==> config.mk <==
export PLATFORM = sky130hd
export DESIGN_NAME = tvsync_sep
export DESIGN_NICKNAME = d
export VERILOG_FILES = /design/src/rtl/tvsync_sep.sv
export SDC_FILE = /design/constraint.sdc
export NUM_CORES = 1
export LEC_CHECK = 0
export ABC_CLOCK_PERIOD_IN_PS = 10600
export BUFFER_PORTS_ARGS = -buffer_cell sky130_fd_sc_hd__buf_4
export CAP_MARGIN = 40
export CORE_MARGIN = 2
export CORE_UTILIZATION = 55
export DETAILED_ROUTE_END_ITERATION = 8
export HOLD_SLACK_MARGIN = 0.06
export PLACE_DENSITY_LB_ADDON = 0.12
export REMOVE_ABC_BUFFERS = 1
export SLEW_MARGIN = 20
export SYNTH_ARGS = -nofsm -noshare
export SYNTH_HDL_FRONTEND = slang
export SYNTH_SLANG_ARGS = --single-unit
==> constraint.sdc <==
create_clock -name clk_in -period 10.6 [get_ports clk_in]
set_input_delay 1.59 -clock clk_in [delete_from_list [all_inputs] [get_ports clk_in]]
set_output_delay 1.59 -clock clk_in [all_outputs]
set_load 0.005 [all_outputs]
==> src/rtl/tvsync_sep.sv <==
// tvsync_sep -- composite-sync separator and timing recovery for a
// 512-pixel x 312-line PAL-style composite sync.
//
// Samples an active-low composite sync and classifies each low pulse by
// its width in pixel ticks. Hsyncs re-phase a free-running pixel counter,
// the second broad pulse of a run re-phases the line counter, and a
// HUNT/LOCKED state machine reports horizontal lock.
//
// Optional build macro: TVSYNC_GLITCH_FILTER_EN adds a 3-sample majority
// filter at clk_in rate behind the synchronizer. It rejects lows shorter
// than 2 clk_in cycles and adds 1 clk_in cycle of latency.
//
// Ports:
//   clk_in     in   system clock
//   rst        in   synchronous active-high reset
//   sync_in    in   composite sync, asynchronous, 0 = sync level
//   pixel_tick out  1-cycle enable, once every PRESCALE clk_in cycles
//   cntHS      out  recovered pixel position, 0..511
//   cntVS      out  recovered line number, 0..311
//   hs_pulse   out  one pixel tick wide, on each accepted hsync
//   vs_pulse   out  one pixel tick wide, on field detection
//   vbl        out  1 when cntVS < 5 or cntVS >= 309
//   locked     out  horizontal lock indicator
module tvsync_sep #(
    parameter int PRESCALE  = 3,
    parameter int LOCK_GOOD = 8,
    parameter int LOCK_BAD  = 4,
    parameter int H_TOL     = 2
) (
    input  logic       clk_in,
    input  logic       rst,
    input  logic       sync_in,
    output logic       pixel_tick,
    output logic [8:0] cntHS,
    output logic [8:0] cntVS,
    output logic       hs_pulse,
    output logic       vs_pulse,
    output logic       vbl,
    output logic       locked
);
    localparam int PW = (PRESCALE > 1) ? $clog2(PRESCALE) : 1;
    localparam logic [0:0] HUNT   = 1'b0;
    localparam logic [0:0] LOCKED = 1'b1;

    function automatic logic [8:0] sat_inc9(input logic [8:0] v);
        return (v == 9'd511) ? v : v + 9'd1;
    endfunction

    function automatic logic [7:0] sat_inc8(input logic [7:0] v);
        return (v == 8'hFF) ? v : v + 8'd1;
    endfunction

    logic [PW-1:0] pre_q;
    logic          tick_q;
    logic          meta_q, sync_q;
    logic          s_in;

    // Prescaler: tick_q is a registered strobe one cycle after terminal count.
    always_ff @(posedge clk_in) begin
        if (rst) begin
            pre_q  <= '0;
            tick_q <= 1'b0;
        end else begin
            pre_q  <= (pre_q == PW'(PRESCALE - 1)) ? '0 : pre_q + PW'(1);
            tick_q <= (pre_q == PW'(PRESCALE - 1));
        end
    end

    // Input synchronizer; idles at the non-sync level.
    always_ff @(posedge clk_in) begin
        if (rst) begin
            meta_q <= 1'b1;
            sync_q <= 1'b1;
        end else begin
            meta_q <= sync_in;
            sync_q <= meta_q;
        end
    end

`ifdef TVSYNC_GLITCH_FILTER_EN
    logic h1_q, h2_q;
    always_ff @(posedge clk_in) begin
        if (rst) begin
            h1_q <= 1'b1;
            h2_q <= 1'b1;
        end else begin
            h1_q <= sync_q;
            h2_q <= h1_q;
        end
    end
    // Majority over the last three synchronized samples: a single-cycle low
    // never wins a vote, and the centre tap sets the one-cycle delay.
    assign s_in = (sync_q & h1_q) | (sync_q & h2_q) | (h1_q & h2_q);
`else
    assign s_in = sync_q;
`endif

    logic       s_q, s_d;
    logic [8:0] w_q, w_d;
    logic [8:0] hs_q, hs_d;
    logic [8:0] vs_q, vs_d;
    logic [9:0] tmo_q, tmo_d;
    logic [1:0] run_q, run_d;
    logic [7:0] good_q, good_d, bad_q, bad_d;
    logic [0:0] st_q, st_d;
    logic       have_ph_q, have_ph_d;
    logic       hsp_q, hsp_d, vsp_q, vsp_d, vbl_q, vbl_d;

    logic       rise;
    logic       is_eq, is_hs, is_inv, is_broad;
    logic [8:0] step, diff;
    logic       ph_ok, hs_good, hs_load, tmo_hit, miss, field;

    always_comb begin
        s_d = s_q;  w_d = w_q;  hs_d = hs_q;  vs_d = vs_q;
        tmo_d = tmo_q;  run_d = run_q;  good_d = good_q;  bad_d = bad_q;
        st_d = st_q;  have_ph_d = have_ph_q;
        hsp_d = hsp_q;  vsp_d = vsp_q;  vbl_d = vbl_q;
        rise = 1'b0;  is_eq = 1'b0;  is_hs = 1'b0;  is_inv = 1'b0;  is_broad = 1'b0;
        step = hs_q + 9'd1;
        diff = step - w_q;
        ph_ok = (int'(diff) <= H_TOL) || (int'(diff) >= 512 - H_TOL);
        hs_good = 1'b0;  hs_load = 1'b0;  tmo_hit = 1'b0;  miss = 1'b0;  field = 1'b0;

        if (tick_q) begin
            s_d   = s_in;
            hsp_d = 1'b0;
            vsp_d = 1'b0;
            rise  = !s_q && s_in;

            // The falling-edge tick is itself the first low tick, so W ends
            // up equal to the number of low samples.
            if (s_q && !s_in)
                w_d = 9'd1;
            else if (!s_q && !s_in)
                w_d = sat_inc9(w_q);

            if (rise) begin
                is_eq    = (w_q >= 9'd8)   && (w_q <= 9'd24);
                is_hs    = (w_q >= 9'd25)  && (w_q <= 9'd63);
                is_inv   = (w_q >= 9'd64)  && (w_q <= 9'd127);
                is_broad = (w_q >= 9'd128);
            end

            // With no phase reference yet (after reset) the first hsync
            // defines phase and counts as good. In LOCKED an off-phase hsync
            // is a miss and is not loaded, so a phase step costs LOCK_BAD
            // lines before HUNT re-acquires.
            hs_good = is_hs && (ph_ok || !have_ph_q);
            hs_load = is_hs && ((st_q == HUNT) || ph_ok);

            if (is_hs || is_broad)
                tmo_d = '0;
            else if (tmo_q == 10'd1023) begin
                tmo_d   = '0;
                tmo_hit = 1'b1;
            end else
                tmo_d = tmo_q + 10'd1;

            miss = (is_hs && !hs_good) || is_inv || tmo_hit;

            if (is_broad)
                run_d = (run_q == 2'd3) ? run_q : run_q + 2'd1;
            else if (is_eq || is_hs || is_inv)
                run_d = '0;
            field = is_broad && (run_q == 2'd1);

            if (field) begin
                hs_d  = 9'd256 + w_q;
                vs_d  = '0;
                vsp_d = 1'b1;
            end else if (hs_load) begin
                hs_d      = w_q;
                hsp_d     = 1'b1;
                have_ph_d = 1'b1;
            end else begin
                hs_d = step;
                if (hs_q == 9'd511)
                    vs_d = (vs_q == 9'd311) ? 9'd0 : vs_q + 9'd1;
            end
            vbl_d = (vs_d < 9'd5) || (vs_d >= 9'd309);

            if (st_q == HUNT) begin
                if (hs_good) begin
                    if (good_q >= 8'(LOCK_GOOD - 1)) begin
                        st_d   = LOCKED;
                        good_d = '0;
                        bad_d  = '0;
                    end else
                        good_d = sat_inc8(good_q);
                end else if (miss)
                    good_d = '0;
            end else begin
                if (miss) begin
                    if (bad_q >= 8'(LOCK_BAD - 1)) begin
                        st_d   = HUNT;
                        good_d = '0;
                        bad_d  = '0;
                    end else
                        bad_d = sat_inc8(bad_q);
                end else if (hs_good)
                    bad_d = '0;
            end
        end
    end

    always_ff @(posedge clk_in) begin
        if (rst) begin
            s_q <= 1'b1;  w_q <= '0;  hs_q <= '0;  vs_q <= '0;
            tmo_q <= '0;  run_q <= '0;  good_q <= '0;  bad_q <= '0;
            st_q <= HUNT;  have_ph_q <= 1'b0;
            hsp_q <= 1'b0;  vsp_q <= 1'b0;  vbl_q <= 1'b1;
        end else begin
            s_q <= s_d;  w_q <= w_d;  hs_q <= hs_d;  vs_q <= vs_d;
            tmo_q <= tmo_d;  run_q <= run_d;  good_q <= good_d;  bad_q <= bad_d;
            st_q <= st_d;  have_ph_q <= have_ph_d;
            hsp_q <= hsp_d;  vsp_q <= vsp_d;  vbl_q <= vbl_d;
        end
    end

    assign pixel_tick = tick_q;
    assign cntHS      = hs_q;
    assign cntVS      = vs_q;
    assign hs_pulse   = hsp_q;
    assign vs_pulse   = vsp_q;
    assign vbl        = vbl_q;
    assign locked     = (st_q == LOCKED);
endmodule
Word-level counts from Yosys, hierarchy flattened
Index checks and enable logic that the tools add are counted.
{ "classes": {"n_eq_ne": 15, "n_bitwise": 2, "n_lt_le_gt_ge": 13, "addsub": 10, "n_mux": 48, "reduce_logical": 34} }
{ "op_table": {"columns": ["op", "count"], "rows": [
  ["two-way mux 8 bit", 14],
  ["two-way mux 9 bit", 10],
  ["adder 9 x 1 -> 9 bit, second input constant", 3],
  ["== test 9 bit, second input constant", 3],
  ["two-way mux 10 bit", 2],
  ["two-way mux 1 bit", 19],
  [">= comparator 9 bit, second input constant", 2],
  ["adder 8 x 1 -> 8 bit, second input constant", 2],
  ["== test 8 bit, second input constant", 2],
  ["adder 10 x 1 -> 10 bit, second input constant", 1],
  ["== test 10 bit, second input constant", 1],
  ["logical AND 1 bit", 10],
  ["AND reduction 5 bit", 2],
  ["nonzero test 2 bit", 5],
  ["adder 9 bit, first input constant", 1],
  [">= comparator 9 x 4 -> 1 bit, second input constant", 1],
  [">= comparator 9 x 5 -> 1 bit, second input constant", 1],
  [">= comparator 9 x 7 -> 1 bit, second input constant", 1],
  [">= comparator 9 x 8 -> 1 bit, second input constant", 1],
  ["<= comparator 9 x 2 -> 1 bit, second input constant", 1],
  ["<= comparator 9 x 5 -> 1 bit, second input constant", 1],
  ["<= comparator 9 x 6 -> 1 bit, second input constant", 1],
  ["<= comparator 9 x 7 -> 1 bit, second input constant", 1],
  ["logical OR 1 bit", 9],
  ["other kinds (15)", 28]
]} }
{ "totals": {"out_inout_bits": 23, "in_bits": 3, "ff_bits": 66, "word_cells": 139} }

Logic depth before layout (Yosys ltp)
{ "depth": {"ltp_word": 13, "mapped_depth": 17, "mapped_depth_nobuf": 16} }

Worst setup path before layout
OpenSTA, ideal clock, no wires.
{ "synth_path": {"path_type": "register -> register", "start": "register hs_q[0] (netlist: cntHS[0])", "end": "register vbl_q (netlist: vbl)", "setup_ps": 79, "period_less_slack_ps": 4030, "stages_incl_launch_ff": 16, "required_time_ps": 10521, "path_slack_ps": 6570, "path_buffers": 0, "arrival_ps": 3951, "cell_sequence": "dfxtp_1 > ha_1 > and3_1 > xor2_1 > ha_1 > a21o_1 > a31oi_1 > a21oi_1 > o31a_1 > or4b_1 > or2_4 > a31oi_4 > nor4_1 > or2_0 > or4_1 > o211ai_1"} }
{ "synth_via": {"elab_chain_len": 11, "word_cells_on_any_way": 15, "cone_classes": "add/sub (2); order compare (4); eq/ne (1); mux (4); reduce/logical (4)"} }
{ "synth_rtl": {"columns": ["element", "line_no", "rtl"], "rows": [
  ["start, declared", "100", "logic [8:0] hs_q, hs_d;"],
  ["start signal, assigned", "209", "s_q <= 1'b1; w_q <= '0; hs_q <= '0; vs_q <= '0;"],
  ["start signal, assigned", "214", "s_q <= s_d; w_q <= w_d; hs_q <= hs_d; vs_q <= vs_d;"],
  ["adder 9 x 1 -> 9 bit", "120", "step = hs_q + 9'd1;"],
  ["subtractor 9 bit", "121", "diff = step - w_q;"],
  ["<= comparator 9 x 2 -> 1 bit or >= comparator 9 bit (tied branches)", "122", "ph_ok = (int'(diff) <= H_TOL) || (int'(diff) >= 512 - H_TOL);"],
  ["logical OR 1 bit", "122", null],
  ["logical OR 1 bit", "150", "hs_load = is_hs && ((st_q == HUNT) || ph_ok);"],
  ["logical AND 1 bit", "150", null],
  ["two-way mux 9 bit (*)", "172", "end else if (hs_load) begin"],
  ["two-way mux 9 bit (*)", "168", "if (field) begin"],
  ["two-way mux 9 bit (*)", "125", "if (tick_q) begin"],
  ["< comparator 9 x 3 -> 1 bit or >= comparator 9 bit (tied branches)", "181", "vbl_d = (vs_d < 9'd5) || (vs_d >= 9'd309);"],
  ["logical OR 1 bit (*)", "181", null],
  ["end signal, assigned", "217", "hsp_q <= hsp_d; vsp_q <= vsp_d; vbl_q <= vbl_d;"],
  ["end, declared", "107", "logic hsp_q, hsp_d, vsp_q, vsp_d, vbl_q, vbl_d;"]
]} }
Every way passes the cells marked *; elsewhere a longest branch is shown, timed or not. The select of a mux whose other input is x is not followed.
A chain may end at the register's enable or synchronous reset.

Final worst setup path
Same ends and word-level chain as after synthesis.

==> reports/results.ini <==
[power]
clkPwrFrac_pct=44.2
p_sw_mw=0.149
p_per_area_nw_per_um2=131
power.leakage_nw=1.74
vdd_drop_max_mv=0.0979
seqPwrFrac_pct=44.6
internal-power_mw=0.436
combPwrFrac_pct=11.2
p_sw_share_pct=25.4

[timing]
slew_headroom_pct=51.2
worst_slew_pin_slew_ns=0.724
finalCritPeriodShare_pct=44.2
drv_slew=0
tns_ns=0
hold_viol_final=0
fin_ws_ns=5.92
period_minus_slack_ns=4.68
fmax_ghz=0.214
setup_viol=0
fin_worst_skew_ns=0.0117
rsz0062_at_grt=false

[floorplanning]
start_util_pct=57.6
fp.dieH_um=89.0
die_w_um=89.0
rows=30
coreArea_um2=6910
num_io_pins=26
die_area_um2=7930

[cells_and_area]
fin_nets=555
utilization_pct=64.8
fin_area_um2=4480
multi_input_area_um2=2520
seqCellArea_um2=1320
area_growth_pct=12.6
fillerInstances=638
fin_cells=631
n_antenna_cell=0
drive_above_1_share_pct=12.1

[place]
dpl.cell_count=614
dpl_worst_slack_ns=6.00
place_area_um2=4230
place.port_buffers=25
gp_congestion=0.924
post-dp-hpwl_um=6600

[logic_synthesis]
synth_top_area_share_pct=33.2
seq_area_frac_synth_pct=33.2
async_reset_ff_share_pct=0
postSynthAreaPerCell_um2=7.83
synth_area_um2=3980
ys_warn_count=0
ys_types=68
ys_ff_latch=66
synth.most_common_cell=nor2_1
synth_common_cells=69 x nor2_1, 66 x dfxtp_1, 46 x nand2_1
yosysTopAreaCell=dfxtp_1
syn_inst=508
ys.flop_type=dfxtp_1
synth_edf_count=0
yosys-top-cells-area=dfxtp_1 33%, ha_1 6.6%, nor2_1 6.5%, a21oi_1 5.0%, o21ai_0 4.4%

[drt]
first_pass_iters=4
wl_um=9450
drt-wirelength-per-cell_um=15.0
vias=3807
drtIter0Drc=131
ant_nets=0
vias_per_cell=6.03
drcViolationCount=0

[worst_setup_path]
cp-start-kind=flop
crit_end=vbl
path_class=flop to flop
rrSetupSlack_ns=5.92
critical_path_required_ns=10.88
cpMostUsedCell=ha_1
end_kind=flop
reg2reg_depth=15
arrival_ns=4.96
startpoint=cntHS[0]
r2r-start=cntHS[0]
crit_slowest_cell=or4b_1
crit_path_max_incr_delay_ns=0.57
r2r_end=vbl
path_max_fanout=12
path_cells=ha_1 -> and3_1 -> xor2_1 -> ha_1 -> a21o_1 -> a221oi_2 -> xnor2_1 -> nand4_1 -> or4b_1 -> or2_4 -> a31oi_4 -> nor4_1 -> or2_0 -> or4_1 -> o211ai_1

[clock_network]
tritoncts=done
numCtsBuffers=9
htreeDepth=3
clk_path_buf_depth=2
insertion_delay_ns=0.35
ctsResizeCount=0
clk_pin_slew_ns=0.08
cts-root-buf=clkbuf_8
post_cts_buffers=0
numClockSinks=66
postCtsHoldBufs=0

[global_route]
grt_max_degree=47
grt_pass1_vias=3457
track_usage_pct=24.8
grt_pass1_wl_um=15600
grt-ovfl-total=0
antenna_found_initial=0

[worst_hold_path]
hold_class=flop to flop

[run]
maxCapViolations=0

[status]
status=finished, final reports clean

[cell families (layout without fill, tap and decap cells)]
group                      after synthesis  in the layout  share of synthesized area [%]
and+or+nand+nor                        229            229                           28.9
AOI/OAI and AO/OA                      136            136                           22.7
DFF                                     66             66                           33.2
buffers and inverters                   34             61                           3.27
adders and majority gates               22             22                           7.11
xor gates and xnor gates                17             17                           3.74
muxes                                    4              4                           1.01
[worst min path at each step]
stage | startpoint | endpoint | slack, ns | cells past startpoint
after global routing | pre_q[0] | pre_q[0] | 0.44 | 1
final | meta_q | s_in | 0.41 | 1
after detailed placement | meta_q | s_in | 0.40 | 1
after global placement | meta_q | s_in | 0.39 | 1
after CTS | meta_q | s_in | 0.42 | 1
after floorplan | meta_q | s_in | 0.39 | 1
[worst max-delay path, delay by kind of cell, from the launching register on]
family	cells	cell delay [ns]
AOI/OAI and AO/OA	4	1.10
xor gates and xnor gates	2	0.38
adders and majority gates	2	0.58
DFF	1	0.45
and+or+nand+nor	7	2.09
[final cells by class]
class,count,share of cell area [%]
multi-input combinational,408,56.4
inverter,17,1.43
tap,96,2.68
clock inverter,7,2.60
sequential,66,29.5
timing repair buffer,28,4.58
clock buffer,9,2.77
[stage by stage]
stage	hold WS [ns]	power (mW)
after global routing	0.437	0.607
after detailed placement	0.401	0.331
after CTS	0.416	0.588
final	0.412	0.584
after floorplan	0.389	0.309
after global placement	0.392	0.328
[layout by cell type (no fill, tap or decap), drive strengths merged, types with 4 or more instances in the layout]
master  instances
a22oi           6
ha             21
o211ai          5
or2            10
a21oi          41
nand2b          7
mux2i           4
a31oi           5
buf            28
a211oi          4
dfxtp          66
and3           20
o21ai          37
nor4            8
clkbuf          9
nand4          10
nor3           12
inv            18
and2            4
nand3          17
nor3b           9
nor2           69
xnor2           9
nand2          46
xor2            8
[per-layer routing]
| metal | share of wire (%) | track usage, % |
|---|---|---|
| met5 | 0 | 0 |
| met2 | 47 | 40.5 |
| met1 | 47 | 33.0 |
| met3 | 4.4 | 4.89 |
| met4 | 1.5 | 8.41 |
[sequential cells by signal, indices dropped and copies added (netlist names), 2 cells and up]
register and flops:
run_q 2, pre_q 2, bad_q 8, w_q 9, cntVS 9, tmo_q 10, cntHS 9, good_q 8
[power groups by stage]
stage                     sequential (mW)  combinational [mW]  clock [mW]
after floorplan                     0.268              0.0415           0
after global placement              0.266              0.0627           0
after detailed placement            0.266              0.0650           0
after CTS                           0.260              0.0651       0.262
after global routing                0.261              0.0733       0.273
final                               0.261              0.0656       0.258
No activity file was read; power rests on OpenSTA's default activity.
